$ cat config.mk
export PLATFORM = sky130hd
export DESIGN_NAME = uart_tx_arbiter_flat
export DESIGN_NICKNAME = d
export VERILOG_FILES = /design/src/rtl/uart_tx_arbiter_if.sv /design/src/rtl/uart_tx_arbiter.sv /design/src/flat_wrapper.sv
export SDC_FILE = /design/constraint.sdc
export NUM_CORES = 1
export LEC_CHECK = 0
export ABC_AREA = 1
export CORE_MARGIN = 2
export CORE_UTILIZATION = 45
export DETAILED_ROUTE_END_ITERATION = 16
export PLACE_DENSITY = 0.81
export SETUP_SLACK_MARGIN = 0.4
export SYNTH_ARGS = -nofsm -noshare
export SYNTH_HDL_FRONTEND = slang
export SYNTH_SLANG_ARGS = --single-unit
export TNS_END_PERCENT = 20
$ cat constraint.sdc
create_clock -name clk -period 2.7 [get_ports clk]
set_clock_uncertainty 0.1 [all_clocks]
set_input_delay 0.27 -clock clk [delete_from_list [all_inputs] [get_ports clk]]
set_output_delay 0.27 -clock clk [all_outputs]
set_load 0.02 [all_outputs]
$ cat src/rtl/uart_tx_arbiter_if.sv
// Requester side (req/pkt_data/ack/gnt_id/busy) and UART side (trmt/tx_data/tx_done)
// of the shared-transmitter arbiter, bundled as one interface.
interface uart_tx_arbiter_if #(
   parameter int NUM_REQ = 4,
   parameter int BYTES   = 2
);
   localparam int IDW = $clog2(NUM_REQ);

   logic [NUM_REQ-1:0]         req;
   logic [NUM_REQ*8*BYTES-1:0] pkt_data;
   logic [NUM_REQ-1:0]         ack;
   logic [IDW-1:0]             gnt_id;
   logic                       busy;
   logic                       trmt;
   logic [7:0]                 tx_data;
   logic                       tx_done;

   modport slave (
      input  req, pkt_data, tx_done,
      output ack, gnt_id, busy, trmt, tx_data
   );

   modport master (
      output req, pkt_data, tx_done,
      input  ack, gnt_id, busy, trmt, tx_data
   );
endinterface

$ cat src/rtl/uart_tx_arbiter.sv
// Round-robin arbiter sharing one UART transmitter between NUM_REQ requesters;
// each grant sends a BYTES-byte packet MSB byte first, then pulses ack for one cycle.
module uart_tx_arbiter #(
   parameter int NUM_REQ = 4,
   parameter int BYTES   = 2
) (
   input  logic             clk,
   input  logic             rst,
   uart_tx_arbiter_if.slave bus
);
   localparam int IDW = $clog2(NUM_REQ);
   localparam int PW  = 8 * BYTES;
   localparam int CW  = $clog2(BYTES) + 1;

   typedef enum logic [1:0] {IDLE, SEND, WAIT, DONE} state_t;

   state_t             state_q, state_d;
   logic [PW-1:0]      pkt_q, pkt_d;
   logic [IDW-1:0]     gnt_id_q, gnt_id_d;
   logic [IDW-1:0]     rr_ptr_q, rr_ptr_d;
   logic [CW-1:0]      byte_cnt_q, byte_cnt_d;
   logic [7:0]         tx_data_q, tx_data_d;

   logic [IDW-1:0]     win_id;
   logic               win_vld;
   logic [PW-1:0]      win_pkt;
   logic [PW-1:0]      pkt_arr [NUM_REQ];
   logic [NUM_REQ-1:0] gnt_hit;
   logic [NUM_REQ-1:0] ack_c;
   logic               trmt_c;
   logic               busy_c;

   generate
      for (genvar gi = 0; gi < NUM_REQ; gi++) begin : g_req
         assign pkt_arr[gi] = bus.pkt_data[gi*PW +: PW];
         assign gnt_hit[gi] = (gnt_id_q == IDW'(gi));
      end
   endgenerate

   // Scan downward so the lowest offset from rr_ptr is the last (winning) assignment.
   always_comb begin
      logic [IDW:0] cand;
      cand    = '0;
      win_id  = '0;
      win_vld = 1'b0;
      for (int k = NUM_REQ - 1; k >= 0; k--) begin
         cand = {1'b0, rr_ptr_q} + (IDW+1)'(k);
         if (cand >= (IDW+1)'(NUM_REQ)) begin
            cand = cand - (IDW+1)'(NUM_REQ);
         end
         if (bus.req[cand[IDW-1:0]]) begin
            win_id  = cand[IDW-1:0];
            win_vld = 1'b1;
         end
      end
   end

   assign win_pkt = pkt_arr[win_id];

   always_ff @(posedge clk) begin
      if (rst) begin
         state_q <= IDLE;
      end else begin
         state_q <= state_d;
      end
   end

   // tx_done is deliberately not looked at in SEND: it may still be high from the last byte.
   always_comb begin
      state_d = state_q;
      case (state_q)
         IDLE:    if (win_vld) state_d = SEND;
         SEND:    state_d = WAIT;
         WAIT:    if (bus.tx_done) state_d = (byte_cnt_q == '0) ? DONE : SEND;
         DONE:    state_d = IDLE;
         default: state_d = IDLE;
      endcase
   end

   always_comb begin
      trmt_c = (state_q == SEND);
      busy_c = (state_q != IDLE);
      ack_c  = (state_q == DONE) ? gnt_hit : '0;
   end

   always_comb begin
      pkt_d      = pkt_q;
      gnt_id_d   = gnt_id_q;
      rr_ptr_d   = rr_ptr_q;
      byte_cnt_d = byte_cnt_q;
      tx_data_d  = tx_data_q;
      if (state_q == IDLE && win_vld) begin
         pkt_d      = win_pkt;
         gnt_id_d   = win_id;
         rr_ptr_d   = (win_id == IDW'(NUM_REQ - 1)) ? '0 : win_id + IDW'(1);
         byte_cnt_d = CW'(BYTES - 1);
         tx_data_d  = win_pkt[PW-1 -: 8];
      end else if (state_q == WAIT && bus.tx_done && byte_cnt_q != '0) begin
         byte_cnt_d = byte_cnt_q - CW'(1);
         for (int k = 0; k < BYTES; k++) begin
            if (byte_cnt_d == CW'(k)) tx_data_d = pkt_q[k*8 +: 8];
         end
      end
   end

   always_ff @(posedge clk) begin
      if (rst) begin
         pkt_q      <= '0;
         gnt_id_q   <= '0;
         rr_ptr_q   <= '0;
         byte_cnt_q <= '0;
         tx_data_q  <= 8'h00;
      end else begin
         pkt_q      <= pkt_d;
         gnt_id_q   <= gnt_id_d;
         rr_ptr_q   <= rr_ptr_d;
         byte_cnt_q <= byte_cnt_d;
         tx_data_q  <= tx_data_d;
      end
   end

   assign bus.trmt    = trmt_c;
   assign bus.busy    = busy_c;
   assign bus.ack     = ack_c;
   assign bus.gnt_id  = gnt_id_q;
   assign bus.tx_data = tx_data_q;
endmodule

$ cat src/flat_wrapper.sv
// flat-port wrapper written by rule: the top's interface ports become plain ports
module uart_tx_arbiter_flat 
#(
   parameter int NUM_REQ = 4,
   parameter int BYTES   = 2
)
  (clk, rst, bus_req, bus_pkt_data, bus_tx_done, bus_ack, bus_gnt_id, bus_busy, bus_trmt, bus_tx_data);
  uart_tx_arbiter_if #(.NUM_REQ(NUM_REQ), .BYTES(BYTES)) bus_i ();
  input  logic clk;
  input  logic rst;
  input wire logic [$bits(bus_i.req)-1:0] bus_req;
  input wire logic [$bits(bus_i.pkt_data)-1:0] bus_pkt_data;
  input wire logic [$bits(bus_i.tx_done)-1:0] bus_tx_done;
  output wire logic [$bits(bus_i.ack)-1:0] bus_ack;
  output wire logic [$bits(bus_i.gnt_id)-1:0] bus_gnt_id;
  output wire logic [$bits(bus_i.busy)-1:0] bus_busy;
  output wire logic [$bits(bus_i.trmt)-1:0] bus_trmt;
  output wire logic [$bits(bus_i.tx_data)-1:0] bus_tx_data;
  assign bus_i.req = bus_req;
  assign bus_i.pkt_data = bus_pkt_data;
  assign bus_i.tx_done = bus_tx_done;
  assign bus_ack = bus_i.ack;
  assign bus_gnt_id = bus_i.gnt_id;
  assign bus_busy = bus_i.busy;
  assign bus_trmt = bus_i.trmt;
  assign bus_tx_data = bus_i.tx_data;
  uart_tx_arbiter #(.NUM_REQ(NUM_REQ), .BYTES(BYTES)) u_core (.clk(clk), .rst(rst), .bus(bus_i));
endmodule
# Yosys cells after proc, flatten, opt, wreduce, memory -nomap -nowiden

Cells that the tools add are included.

Bits of input ports: 71
Register bits: 32

Add/sub/neg operators: 9
Equal/unequal tests: 10
Reductions and logical operators: 14
Magnitude comparators: 9
Bitwise operators: 1
Multiplexer cells: 35

Operator list:

| operator                                                          | number |
|---|---|
| binary-select mux 16 bit (select 2 bit)                           | 1 |
| two-way mux 16 bit                                                | 2 |
| two-way mux 8 bit                                                 | 4 |
| two-way mux 2 bit                                                 | 12 |
| greater-or-equal comparator 3 bit, second input constant          | 4 |
| < comparator 2 x 3 -> 1 bit, second input constant                | 4 |
| equality test 2 bit, second input constant                        | 5 |
| two-way mux 1 bit                                                 | 10 |
| subtractor 2 x 1 -> 2 bit, second input constant                  | 5 |
| binary-select mux 1 bit (select 2 bit)                            | 4 |
| zero test 2 bit                                                   | 4 |
| case mux 2 bit (4 select lines)                                   | 1 |
| adder 2 x 2 -> 3 bit, second input constant                       | 2 |
| equality test 2 x 1 -> 1 bit, second input constant               | 3 |
| nonzero test 2 bit                                                | 3 |
| two-way mux 4 bit                                                 | 1 |
| AND reduction 2 bit                                               | 2 |
| adder 2 x 1 -> 3 bit, second input constant                       | 1 |
| greater-or-equal comparator 2 x 3 -> 1 bit, second input constant | 1 |
| logical AND 1 bit                                                 | 3 |
| inverter 2 -> 3 bit                                               | 1 |
| nonzero test 3 bit                                                | 1 |
| adder 2 x 1 -> 2 bit, second input constant                       | 1 |
| != test 2 x 1 -> 1 bit, second input constant                     | 1 |
| 2 further kinds                                                   | 2 |

# Depth between registers and ports, before layout

Gate-level depths: netlist of run 1.

Word-level depth: 14
Depth in mapped cells: 15
Mapped depth without buffers: 14

# Worst setup path after synthesis of run 1

No wires, ideal clock.

Path kind: register to register
Start: register u_core.rr_ptr_q[0]
End: register u_core.pkt_q[8]
Required time: 2.468 ns
Stages on the path, launching flop included: 12
Slack: 1.027 ns
Clock period less this slack: 1.673 ns
Arrival: 1.441 ns
Path buffers: 2
Path through: dfxtp_1 > buf_6 > nand2_1 > o21ai_1 > inv_1 > nor2_1 > o21ai_2 > a21boi_4 > buf_4 > nand3_1 > nand3_1 > a21oi_1

Longest elaborated chain between the ends: 13

RTL lines:

| what                                                                           | line                                         | source |
|---|---|---|
| start, declared                                                                | uart_tx_arbiter.sv:20                        | `logic [IDW-1:0] rr_ptr_q, rr_ptr_d;` |
| start signal, assigned                                                         | uart_tx_arbiter.sv:116                       | `rr_ptr_q <= rr_ptr_d;` |
| adder 2 x 2 -> 3 bit                                                           | uart_tx_arbiter.sv:47                        | `cand = {1'b0, rr_ptr_q} + (IDW+1)'(k);` |
| greater-or-equal comparator 3 bit or subtractor 2 x 1 -> 2 bit (tied branches) | uart_tx_arbiter.sv:48, uart_tx_arbiter.sv:49 |  |
| two-way mux 2 bit                                                              | uart_tx_arbiter.sv:48                        | `if (cand >= (IDW+1)'(NUM_REQ)) begin` |
| binary-select mux 1 bit (select 2 bit)                                         | uart_tx_arbiter.sv:51                        | `if (bus.req[cand[IDW-1:0]]) begin` |
| two-way mux 1 bit (not written as such)                                        | uart_tx_arbiter.sv:51                        |  |
| two-way mux 2 bit (4 in a row)                                                 | uart_tx_arbiter.sv:51                        |  |
| inverter 2 -> 3 bit (not written as such)                                      | uart_tx_arbiter.sv:58                        | `assign win_pkt = pkt_arr[win_id];` |
| binary-select mux 16 bit (select 2 bit)                                        | uart_tx_arbiter.sv:58                        |  |
| two-way mux 16 bit (not written as such) (2 in a row)                          | uart_tx_arbiter.sv:58                        |  |
| end signal, assigned                                                           | uart_tx_arbiter.sv:114                       | `pkt_q <= pkt_d;` |
| end, declared                                                                  | uart_tx_arbiter.sv:18                        | `logic [PW-1:0] pkt_q, pkt_d;` |

Parallel ways exist; a longest one is shown, timed or not. The select of a mux whose other input is x is not followed.
A chain may end at the register's enable or synchronous reset.

# Worst setup path in the final report of run 1

Same ends and word-level chain as after synthesis.

==> flow_summary.json, run 1 <==
{
  "antennaDiodeCount": 0,
  "ys_warn_count": 0,
  "drc": 0,
  "wl_um": 6390,
  "gp_congestion": 0.884,
  "synth_edf_count": 0,
  "synthCells": 359,
  "core_region_area_sq_mm": 0.00475,
  "clock_latency_ps": 290,
  "ant_nets": 0,
  "preCtsSetupSlack_ps": 323,
  "grt_pass1_vias": 2390,
  "via_per_inst": 5.02,
  "grt_pass1_wl_um": 10300,
  "powerDensity_mw_per_mm2": 1110,
  "cts_buffers": 5,
  "synth_top_area_frac": 0.286,
  "ys_async_sr_fraction": 0,
  "ys_ff_latch": 32,
  "fin_ws_ps": 623,
  "drt-initial-drc-count": 141,
  "synth.most_common_cell": "nand2_1",
  "die_x_um": 74.6,
  "cp_data_arrival_time_ps": 2190,
  "vdd_drop_max_mv": 0.472,
  "clk_pin_slew_ps": 60,
  "endpoint_kind": "flip-flop",
  "grt_max_degree": 34,
  "timing.setup.critical_path_class": "reg -> reg",
  "drv_slew": 0,
  "clockBufferDepth": 2,
  "synth_area_per_cell_sq_um": 6.25,
  "syn_to_final_growth_pct": 42.9,
  "hold_path.class": "reg -> reg",
  "status": "completed",
  "antenna_found_initial": 0,
  "synth-seq-area-share": 0.286,
  "fmax_ghz": 0.481,
  "dp.cells": 496,
  "final_layout_size_suffix_gt1_frac": 0.0639,
  "cts_root_buffer": "clkbuf_8",
  "port_buffers": 86,
  "final_nets": 510,
  "instances_no_fill": 505,
  "r2r_slack_ps": 620,
  "fin_tns_setup_ps": 0,
  "yosysUniqueCellTypes": 28,
  "post_cts_buffers": 0,
  "report.final.hold_viol_count": 0,
  "post_drt_wl_per_cell_um": 12.7,
  "dieArea_sq_mm": 0.00556,
  "track_usage": 0.237,
  "dp_hpwl_um": 4740,
  "start_util": 0.472,
  "grt_overflow_total": 0,
  "vias": 2534,
  "cts_tree": "built",
  "fin_crit_ps": 2080,
  "maxCapViolCount": 0,
  "p_leak_nw": 1.42,
  "cts_hold_buf": 0,
  "rsz0062_at_grt": "false",
  "synthTopCellsByCount": "95 x nand2_1, 68 x nand3_1, 40 x inv_1, 32 x dfxtp_1, 29 x a21oi_1",
  "syn_nets": 432,
  "worst_pin_slew_ps": 498,
  "dr.pass1.iters": 4,
  "synthTopCellsByArea": "dfxtp_1 29%, nand2_1 16%, nand3_1 15%",
  "fp.dieH_um": 74.6,
  "synth_area_sq_mm": 0.00224,
  "relSlewSlack": 0.668,
  "final_cell_area_sq_mm": 0.00320,
  "synth_top_cell_by_area": "dfxtp_1",
  "critPathLaunchType": "flip-flop",
  "whs_ps": 368,
  "setup_viol_count_final": 0,
  "h-tree-depth": 2,
  "rows": 25,
  "timing.final.crit_share": 0.769,
  "placed_cell_area_sq_mm": 0.00307,
  "cts_sinks": 32,
  "pin_count": 87,
  "crit_fanout": 32,
  "synth_top_flop_cell": "dfxtp_1",
  "crit_required_ps": 2810
}
stage by stage:
step	utilization	total power, mW
after floorplan	-	2.61
after global placement	0.646	2.99
after detailed placement	0.646	3.04
after CTS	0.665	3.43
after global routing	0.674	3.89
final	0.674	3.54
placed cells by master, fill, tap and decap left out, drive strengths merged, types with 2 or more instances in the layout:
cell,synthesis,routed
dfxtp,32,32
nand2,101,102
nand3,71,71
ha,2,2
nor2,11,11
o21ai,30,30
nand3b,8,8
buf,15,4
inv,43,43
clkbuf,5,8
nor3,5,5
clkdlybuf4s50,0,86
a21oi,29,29
cell type report:
type / instances / area (sq um)
Clock buffer: 8 / 90.1
Fill cell: 430 / 1550
Inverter: 44 / 165
Multi-Input combinational cell: 264 / 1310
Sequential cell: 32 / 644
Tap cell: 67 / 83.8
Timing Repair Buffer: 90 / 906
worst paths after layout:
kind / from / cells after the start / end
worst max-delay path: u_core.rr_ptr_q[0] / 11 / u_core.pkt_q[8]
worst min-delay path: u_core.pkt_q[11] / 2 / u_core.pkt_q[11]
worst max register to register: u_core.rr_ptr_q[0] / 11 / u_core.pkt_q[8]
worst min register to register: u_core.pkt_q[11] / 2 / u_core.pkt_q[11]
power by group:
group          leakage, nW  switching [mW]  total, mW  internal (mW)
combinational         1.11            1.51       2.40          0.885
clock               0.0455           0.174      0.381          0.208
sequential           0.266           0.113      0.761          0.648
timing repair:
action	in CTS	in global routing
gates cloned	0	1
pin swaps	0	1
resized for setup	1	7
endpoints found under the setup margin	9	24
endpoints found under the hold margin	0	0
worst max-delay path, stage by stage (launching register included):
cell,delay [ps]
dfxtp_4,430
inv_1,110
nand2_1,100
nand3_1,110
nand2_2,120
nand3_2,80
nand3_2,200
buf_8,240
nand3_1,100
nand3_1,100
nand3_1,130
a21oi_1,170
state kept, by name (all words and copies together) (netlist names):
name / cells
u_core.bus.gnt_id: 2
u_core.bus.tx_data: 8
u_core.byte_cnt_q: 2
u_core.pkt_q: 16
u_core.rr_ptr_q: 2
u_core.state_q: 2
layer usage:
metal  GRT usage  routed length, um  vias up  share of wire
met5           0                  0        -              0
met4      0.0516                111        0          0.017
met3      0.0637                346       13          0.054
met2       0.447               3310       85           0.52
met1       0.266               2630     1113           0.41
li1            -                  -     1323              -
cells by family after synthesis:
kind of cell	Yosys count	synth area share
AOI/OAI and AO/OA	62	0.151
xor gates and xnor gates	2	0.00781
adders and majority gates	2	0.0112
buffers and inverters	64	0.139
DFF	32	0.286
and+or+nand+nor	197	0.405
(Power assumes the default switching activity.)
==> inputs of run 2 (changes only) <==
CORE_UTILIZATION = 40   (was 45)
PLACE_DENSITY = 0.76   (was 0.81)
clock period = 1.9 ns   (was 2.7 ns; I/O delays follow)
==> flow_summary.json, run 2 (synthesis results as in run 1) <==
{
  "fmax_ghz": 0.500,
  "fill_cells": 408,
  "dp_hpwl_um": 5220,
  "maxCapViolCount": 0,
  "post_drt_wl_per_cell_um": 14.9,
  "cts_root_buffer": "clkbuf_8",
  "instances_no_fill": 542,
  "fin_ws_ps": -99.4,
  "port_buffers": 86,
  "dieArea_sq_mm": 0.00622,
  "pin_count": 87,
  "internal-power_mw": 3.68,
  "core_region_area_sq_mm": 0.00547,
  "hold_path.class": "reg -> reg",
  "drc": 0,
  "whs_ps": 363,
  "clk_pin_slew_ps": 60,
  "pwr-share-clk": 0.069,
  "status": "finished, violations left",
  "timing.setup.critical_path_class": "in -> reg",
  "setup_viol_count_final": 19,
  "drv_slew": 0,
  "crit_fanout": 8,
  "crit_required_ps": 1970,
  "power.share.sequential": 0.152,
  "track_usage": 0.234,
  "via_per_inst": 5.26,
  "clock_latency_ps": 280,
  "rsz0062_at_grt": "true",
  "critPathLaunchType": "input port",
  "worstRegToRegCells": 11,
  "failed_checks": "setup timing",
  "drt-initial-drc-count": 214,
  "final_nets": 543,
  "wl_um": 8080,
  "mostFrequentLayoutCell": "nand2_1",
  "powerDensity_mw_per_mm2": 1800,
  "dr.pass1.iters": 4,
  "hold_path_depth": 2,
  "dp.cells": 525,
  "final_layout_size_suffix_gt1_frac": 0.281,
  "antenna_found_initial": 0,
  "p_leak_nw": 1.92,
  "clockBufferDepth": 2,
  "cp_data_arrival_time_ps": 2070,
  "grt_pass1_wl_um": 11700,
  "power_frac_comb": 0.779,
  "vdd_drop_max_mv": 1.14,
  "syn_to_final_growth_pct": 77.3,
  "endpoint_kind": "flip-flop",
  "h-tree-depth": 2,
  "cts_sinks": 32,
  "relSlewSlack": 0.646,
  "grt_overflow_total": 0,
  "gp_congestion": 0.907,
  "most-common-layout-cells": "71 x nand2_1, 70 x clkdlybuf4s50_1, 43 x nand3_1",
  "worst_pin_slew_ps": 532,
  "antennaDiodeCount": 0,
  "die_x_um": 78.9,
  "start_util": 0.410,
  "cts_buffers": 5,
  "switchingPower_mw": 3.45,
  "cts_tree": "built",
  "rows": 27,
  "finish.utilization": 0.726,
  "regMostFlops": "u_core.pkt_q",
  "grt_max_degree": 20,
  "fp.dieH_um": 78.9,
  "timing.final.crit_share": 1.05,
  "ant_nets": 0,
  "p_sw_frac": 0.484,
  "largest_register_ffs": 16,
  "totalPowerFinal_mw": 7.14,
  "vias": 2852,
  "fin_crit_ps": 2000,
  "grt_pass1_vias": 2689,
  "report.final.hold_viol_count": 0
}
-- run 2: cell types whose count changed in the layout (fill, tap and decap cells not counted), sizes merged --
cell / previous run / this run
inv: 43 / 44
dlymetal6s2s: 0 / 12
buf: 4 / 37
clkbuf: 8 / 11
clkdlybuf4s50: 86 / 70
nand2: 102 / 101
-- run 2: worst max-delay path: stages --
cell and delay, ps:
clkdlybuf4s50_1 450, inv_1 70, nand2_1 160, nand3_4 120, buf_4 150, nand2_1 100
inv_2 70, a21boi_4 310, buf_6 150, nand3_1 120, nand3_2 100, a21oi_1 60
-- run 2: area by class of cell --
class / instances / area [sq um] / area share
multi-input cells: 263 / 1680 / 0.424
repair buffers: 124 / 1310 / 0.329
flip-flops and latches: 32 / 649 / 0.163
inverters: 44 / 165 / 0.0415
well taps: 72 / 90.1 / 0.0227
clock buffers: 6 / 72.6 / 0.0183
clock inverters: 1 / 5.00 / 0.00126
-- run 2: timing repair --
item / CTS / global route
setup buffers: 4 / 3
endpoints found under the setup margin: 47 / 47
cloned: 1 / 2
hold endpoints to repair: 0 / 0
gates resized for setup: 30 / 111
pin swaps: 13 / 30
hold buffers: 0 / 0
-- run 2: power groups by stage --
stage	combinational (mW)	clock, mW	sequential (mW)
floorplan	2.64	0	1.12
global placement	3.82	0	1.06
detailed placement	3.88	0	1.07
CTS	4.30	0.491	1.06
global route	6.05	0.526	1.11
finish	5.56	0.491	1.08
-- run 2: metrics by stage --
step                setup TNS (ps)  cell area [sq um]  setup WS, ps
floorplan                        0               2260           254
global placement             -3920               3300          -207
detailed placement           -5250               3300          -246
CTS                              0               3520          38.3
global route                 -3320               3980          -205
finish                        -636               3980         -99.4
-- run 2: layer usage --
metal | part of all wire | track usage | vias to the layer above | wire [um]
li1 | - | - | 1393 | -
met2 | 0.53 | 0.444 | 94 | 4270
met4 | 0.041 | 0.0776 | 0 | 330
met1 | 0.39 | 0.262 | 1332 | 3130
met3 | 0.044 | 0.0398 | 33 | 353
met5 | 0 | 0 | - | 0
-- run 2: final timing paths --
kind | start | end | slack [ps]
worst max-delay path | bus_req[3] | u_core.pkt_q[14] | -100
worst min-delay path | u_core.pkt_q[15] | u_core.pkt_q[15] | 360
worst min register to register | u_core.pkt_q[15] | u_core.pkt_q[15] | 360
worst max register to register | u_core.rr_ptr_q[0] | u_core.pkt_q[14] | -80
